<file path="src/rtl/im_boot_pkg.sv">
`default_nettype none
// ============================================================================
// Module      : im_boot_pkg
// Description : Shared types and constants for the instruction-memory boot
//               sequencer and its read arbiter.
// Revision    : 1.0  initial release
// ============================================================================
package im_boot_pkg;

    typedef enum logic [1:0] {
        ST_IDLE = 2'd0,
        ST_LOAD = 2'd1,
        ST_RUN  = 2'd2,
        ST_ERR  = 2'd3
    } state_t;

    localparam int unsigned FLAG_BIT = 32;

endpackage
`default_nettype wire

</file>
<file path="src/rtl/im_rd_arb.sv">
`default_nettype none
// ============================================================================
// Module      : im_rd_arb
// Description : Fixed-priority (CPU over debug) sharing of the single IM read
//               port, with a one-bit owner flag steering the returned data.
// Revision    : 1.0  initial release
// ============================================================================
module im_rd_arb (
    input  logic        clk,
    input  logic        rst,
    input  logic        i_cpu_en,
    input  logic        i_dbg_en,
    input  logic        i_cpu_req,
    input  logic [31:0] i_cpu_addr,
    input  logic        i_dbg_req,
    input  logic [31:0] i_dbg_addr,
    input  logic        i_im_valid,
    input  logic [31:0] i_im_data,
    output logic [31:0] o_im_addr,
    output logic        o_dbg_gnt,
    output logic        o_cpu_valid,
    output logic [31:0] o_cpu_data,
    output logic        o_dbg_valid,
    output logic [31:0] o_dbg_data
);

    logic        w_cpu_win;
    logic        w_dbg_win;
    logic        w_cpu_valid;
    logic        w_dbg_valid;
    logic        r_owner_dbg;
    logic [31:0] r_cpu_data;
    logic [31:0] r_dbg_data;

    assign w_cpu_win = i_cpu_en & i_cpu_req;
    assign w_dbg_win = i_dbg_en & i_dbg_req & ~w_cpu_win;

    always_comb begin
        o_im_addr = '0;
        if (w_cpu_win) begin
            o_im_addr = i_cpu_addr;
        end else if (w_dbg_win) begin
            o_im_addr = i_dbg_addr;
        end
    end

    // IM read latency is one cycle, so the owner recorded at grant matches the returning data
    assign w_cpu_valid = i_im_valid & ~r_owner_dbg;
    assign w_dbg_valid = i_im_valid &  r_owner_dbg;

    assign o_dbg_gnt   = w_dbg_win;
    assign o_cpu_valid = w_cpu_valid;
    assign o_dbg_valid = w_dbg_valid;
    assign o_cpu_data  = w_cpu_valid ? i_im_data : r_cpu_data;
    assign o_dbg_data  = w_dbg_valid ? i_im_data : r_dbg_data;

    always_ff @(posedge clk) begin
        if (rst) begin
            r_owner_dbg <= 1'b0;
            r_cpu_data  <= '0;
            r_dbg_data  <= '0;
        end else begin
            if (w_cpu_win) begin
                r_owner_dbg <= 1'b0;
            end else if (w_dbg_win) begin
                r_owner_dbg <= 1'b1;
            end
            if (w_cpu_valid) begin
                r_cpu_data <= i_im_data;
            end
            if (w_dbg_valid) begin
                r_dbg_data <= i_im_data;
            end
        end
    end

endmodule
`default_nettype wire

</file>
<file path="src/rtl/im_boot_ctrl.sv">
`default_nettype none
// ============================================================================
// Module      : im_boot_ctrl
// Description : Drains a program image from the boot FIFO into the IM, then
//               releases the CPU and shares the IM read port with debug.
// Revision    : 1.0  initial release
// ============================================================================
module im_boot_ctrl
    import im_boot_pkg::*;
#(
    parameter logic [31:0] BASE_ADDR = 32'h0000_0000,
    parameter int unsigned MAX_WORDS = 1024,
    parameter int unsigned TIMEOUT   = 65535,
    localparam int unsigned WC_W     = $clog2(MAX_WORDS) + 1
) (
    input  logic            clk,
    input  logic            RST,
    input  logic            START,
    input  logic            FIFO_EMPTY,
    output logic            FIFO_RDEN,
    input  logic [32:0]     FIFO_DATA,
    output logic            IM_VALIDin,
    output logic [31:0]     IM_WRaddr,
    output logic [32:0]     IM_WRdata,
    output logic [31:0]     IM_RDaddr,
    input  logic            IM_VALIDout,
    input  logic [31:0]     IM_RDdata,
    input  logic            CPU_RDREQ,
    input  logic [31:0]     CPU_RDaddr,
    output logic            CPU_VALID,
    output logic [31:0]     CPU_RDdata,
    input  logic            DBG_REQ,
    input  logic [31:0]     DBG_RDaddr,
    output logic            DBG_GNT,
    output logic            DBG_VALID,
    output logic [31:0]     DBG_RDdata,
    output logic            PCstart,
    output logic            BUSY,
    output logic            ERR,
    output logic [WC_W-1:0] WORDcount
);

    localparam int unsigned TO_W = (TIMEOUT < 2) ? 1 : $clog2(TIMEOUT + 1);

    state_t          r_state;
    state_t          w_next;
    logic            r_pop_pend;
    logic [WC_W-1:0] r_word_cnt;
    logic [TO_W-1:0] r_to_cnt;

    logic w_load;
    logic w_wr;
    logic w_last;
    logic w_room;
    logic w_pop;
    logic w_ovf;
    logic w_idle_tick;
    logic w_to_hit;

    assign w_load = (r_state == ST_LOAD);
    assign w_wr   = w_load & r_pop_pend;
    assign w_last = w_wr & FIFO_DATA[FLAG_BIT];

    // Words already written plus the one in flight must stay below the cap before popping again
    assign w_room = (32'(r_word_cnt) + 32'(r_pop_pend)) < MAX_WORDS;
    assign w_pop  = w_load & ~FIFO_EMPTY & ~w_last & w_room;

    assign w_ovf       = w_wr & ~FIFO_DATA[FLAG_BIT] & (32'(r_word_cnt) == MAX_WORDS - 1);
    assign w_idle_tick = w_load & FIFO_EMPTY & ~r_pop_pend;
    assign w_to_hit    = w_idle_tick & (32'(r_to_cnt) == TIMEOUT - 1);

    always_ff @(posedge clk) begin
        if (RST) begin
            r_state <= ST_IDLE;
        end else begin
            r_state <= w_next;
        end
    end

    always_comb begin
        w_next = r_state;
        case (r_state)
            ST_IDLE: begin
                if (START) begin
                    w_next = ST_LOAD;
                end
            end
            ST_LOAD: begin
                if (w_last) begin
                    w_next = ST_RUN;
                end else if (w_ovf || w_to_hit) begin
                    w_next = ST_ERR;
                end
            end
            default: w_next = r_state;
        endcase
    end

    always_comb begin
        FIFO_RDEN  = w_pop;
        IM_VALIDin = w_wr;
        IM_WRaddr  = '0;
        IM_WRdata  = '0;
        if (w_wr) begin
            IM_WRaddr = BASE_ADDR + (32'(r_word_cnt) << 2);
            IM_WRdata = FIFO_DATA;
        end
        PCstart = (r_state == ST_RUN);
        BUSY    = (r_state == ST_LOAD);
        ERR     = (r_state == ST_ERR);
    end

    always_ff @(posedge clk) begin
        if (RST) begin
            r_pop_pend <= 1'b0;
            r_word_cnt <= '0;
            r_to_cnt   <= '0;
        end else begin
            r_pop_pend <= w_pop;
            if ((r_state == ST_IDLE) && START) begin
                r_word_cnt <= '0;
            end else if (w_wr && (32'(r_word_cnt) < MAX_WORDS)) begin
                r_word_cnt <= r_word_cnt + WC_W'(1);
            end
            if (w_pop || ((r_state == ST_IDLE) && START)) begin
                r_to_cnt <= '0;
            end else if (w_idle_tick) begin
                r_to_cnt <= r_to_cnt + TO_W'(1);
            end
        end
    end

    assign WORDcount = r_word_cnt;

    im_rd_arb u_rd_arb (
        .clk         (clk),
        .rst         (RST),
        .i_cpu_en    (r_state == ST_RUN),
        .i_dbg_en    (r_state != ST_LOAD),
        .i_cpu_req   (CPU_RDREQ),
        .i_cpu_addr  (CPU_RDaddr),
        .i_dbg_req   (DBG_REQ),
        .i_dbg_addr  (DBG_RDaddr),
        .i_im_valid  (IM_VALIDout),
        .i_im_data   (IM_RDdata),
        .o_im_addr   (IM_RDaddr),
        .o_dbg_gnt   (DBG_GNT),
        .o_cpu_valid (CPU_VALID),
        .o_cpu_data  (CPU_RDdata),
        .o_dbg_valid (DBG_VALID),
        .o_dbg_data  (DBG_RDdata)
    );

endmodule
`default_nettype wire
</file>
<file path="config.mk">
export PLATFORM = sky130hd
export DESIGN_NAME = im_boot_ctrl
export DESIGN_NICKNAME = d
export VERILOG_FILES = /design/src/rtl/im_boot_pkg.sv /design/src/rtl/im_rd_arb.sv /design/src/rtl/im_boot_ctrl.sv
export SDC_FILE = /design/constraint.sdc
export NUM_CORES = 1
export LEC_CHECK = 0
export BUFFER_PORTS_ARGS = -buffer_cell sky130_fd_sc_hd__buf_2
export CORE_AREA = 4 4 121 123
export DETAILED_ROUTE_END_ITERATION = 10
export DIE_AREA = 0 0 125 127
export PLACE_DENSITY = 0.72
export SLEW_MARGIN = 30
export SYNTH_ARGS = -nofsm -noshare
export SYNTH_HDL_FRONTEND = slang
export SYNTH_HIERARCHICAL = 1
export SYNTH_SLANG_ARGS = --single-unit
</file>
<file path="constraint.sdc">
create_clock -name clk -period 3.6 [get_ports clk]
set_input_delay 0.36 -clock clk [delete_from_list [all_inputs] [get_ports clk]]
set_output_delay 0.36 -clock clk [all_outputs]
set_load 0.01 [all_outputs]
</file>
==> flow_metrics.tcl <==
set metrics [dict create \
    p_leak_nw 3.55 \
    firstDrtPassIters 5 \
    wl_mm 18.4 \
    die_w_um 125 \
    yosys_register_bits 95 \
    grt_first_pass_wirelength_mm 27.2 \
    viasPerCell 4.95 \
    grt_pass1_vias 4472 \
    gp_congestion 0.987 \
    place_hpwl_mm 14.4 \
    rsz0062_at_grt "no" \
    wl_per_cell_um 19.3 \
    final_hold_viol_count 0 \
    syn_area_sq_um 4840 \
    synth.distinct_cells 46 \
    gr-usage-all-layers_pct 21.7 \
    final_cells 952 \
    vias 4716 \
    overflow 0 \
    rows 43 \
    syn-mean-instance-area_sq_um 9.84 \
    skew_ps 7.52 \
    clock-sinks 95 \
    fmax_mhz 379 \
    cp_max_fo 34 \
    finalSetupTns_ps 0 \
    synth_ff_type "dfxtp_1" \
    start_util_pct 35.4 \
    max-vdd-ir-drop_mv 0.302 \
    startpoint_type "register" \
    synth_warnings 6 \
    drc 0 \
    cts_resized 0 \
    power_density_nw_per_um2 399 \
    worstSetupPathType "reg -> out" \
    syn_inst 492 \
    fp.dieH_um 127 \
    end_kind "primary output" \
    timing.max_slew.rel_slack_pct 42.7 \
    hold_buffers 0 \
    dr_wl_met2_mm 8.27 \
    top_layer_used "met4" \
    clkTransAtPathRegs_ps 60 \
    htreeDepth 3 \
    synth-async-reset-ratio_pct 0 \
    ys_seq_area_share_pct 39.3 \
    min_path_type "in -> reg" \
    fin_crit_ps 2640 \
    required_ps 3240 \
    coreArea_sq_um 13700 \
    cts_tree "yes" \
    arrival_ps 2280 \
    initialDrtViolationCount 375 \
    status "completed" \
    hold_depth 3 \
    layout-drive-gt1-share_pct 49.4 \
    placedCellCount 936 \
    cap_violations 0 \
    drv_slew 0 \
    ios 316 \
    finalCritPeriodShare_pct 73.4 \
    root_buffer "clkbuf_16" \
    grt_max_degree 50 \
    clkLatencyLatePin_ps 330 \
    cts_inserted_buffers 9 \
    clk_path_buf_depth 2 \
    cts_setup_buffers 0 \
    antenna_found_initial 1 \
    synth_edf_count 0 \
    portBuffers 294 \
    met3_length_mm 1.98 \
    reg2regPathDepth 4 \
    ant_nets 0 \
    worst_pin_slew_ps 856 \
    wl_met1_mm 7.72 \
    area.growth.synth_to_final_pct 36.9 \
    nets 906 \
    fp.dieArea_sq_um 15900 \
    setup-violations-final 0 \
]
## sequential cells by signal (all words and copies together) (netlist names)
register              cells
u_rd_arb/r_cpu_data      32
u_rd_arb/r_dbg_data      32
r_to_cnt                 16
WORDcount                11
r_state                   2
r_pop_pend                1
u_rd_arb/r_owner_dbg      1
## cells in the mapped netlist (all sizes together), types with 4 or more instances
cell	n	share of area (%)
a21oi	9	0.93
a22o	32	5.8
and3	43	5.6
buf	32	4.9
clkbuf	22	1.7
dfxtp	95	39
inv	7	0.54
mux2	64	17
nand2	14	1.1
nand3	6	0.62
nand4	8	1.0
nor2	28	2.2
nor2b	65	8.4
nor3	4	0.41
nor4	5	0.65
o21ai	5	0.59
or3	5	0.65
xnor2	9	1.6
xor2	10	1.8
## area by class of cell
class / count / area, sq um
Antenna cell: 1 / 2.50
Clock buffer: 12 / 246
Clock inverter: 3 / 43.8
Fill cell: 1376 / 7040
Inverter: 7 / 26.3
Multi-Input combinational cell: 356 / 2680
Sequential cell: 95 / 1900
Tap cell: 180 / 225
Timing Repair Buffer: 298 / 1500
## routing by layer
layer	up-vias	GRT usage [%]
li1	2231	-
met1	2207	29.4
met2	250	33.3
met3	28	7.48
met4	0	5.61
met5	-	0
## power breakdown
| group | switching [mW] | total [mW] | leakage (nW) | internal (mW) |
|---|---|---|---|---|
| combinational | 0.311 | 0.590 | 2.63 | 0.279 |
| sequential | 0.0229 | 1.12 | 0.774 | 1.10 |
| clock | 0.383 | 0.937 | 0.143 | 0.554 |
| total | 0.717 | 2.65 | 3.55 | 1.93 |
## cell usage in the layout, fill, tap and decap left out, drive strengths merged, types with 2 or more instances in the layout
cell / instances
nor2b: 65
clkinv: 2
ha: 3
and2: 3
mux2: 64
nand4: 8
nand2: 14
a21oi: 9
buf: 298
or3: 5
nand3: 6
nor4: 5
conb: 21
or3b: 2
and3: 43
nor2: 28
a22o: 32
and4: 3
o21ai: 5
o31ai: 2
inv: 7
clkbuf: 12
nor3: 4
xor2: 10
or4: 3
xnor2: 9
dfxtp: 95
## kinds of logic (layout without fill, tap and decap cells)
| kind of cell | Yosys count | after routing | share of synthesized area, % |
|---|---|---|---|
| other cells | 1 | 22 | 0.0774 |
| xor+xnor | 19 | 19 | 3.44 |
| flops | 95 | 95 | 39.3 |
| compound gates | 51 | 51 | 8.11 |
| buf+inv | 61 | 320 | 7.13 |
| mux | 65 | 65 | 17.3 |
| fa+ha+maj | 3 | 3 | 0.775 |
| simple gates | 197 | 197 | 23.9 |
## critical path, cell delays in order, from the launching register on
cell and delay, ps:
dfxtp_1 430, and2b_1 220, and2_2 430, nor2_2 180, buf_4 350, a22o_1 200
buf_2 140
## final timing paths
kind                start            end  slack (ps)
max            r_state[0]  IM_RDaddr[19]         960
min                 START     r_state[0]         330
max reg2reg    r_pop_pend   r_to_cnt[15]        1340
min reg2reg  r_to_cnt[14]   r_to_cnt[14]         480
## stage by stage
stage	setup slack (ps)	utilization, %	hold WS, ps	power, mW	cell area (sq um)
global placement	1050	46.3	469	1.73	6330
global route	799	48.5	333	2.77	6630
detailed placement	1270	46.4	475	1.73	6340
CTS	986	48.5	320	2.68	6630
floorplan	1710	-	429	1.50	4920
finish	959	48.5	331	2.65	6630
No activity file was read; power rests on OpenSTA's default activity.
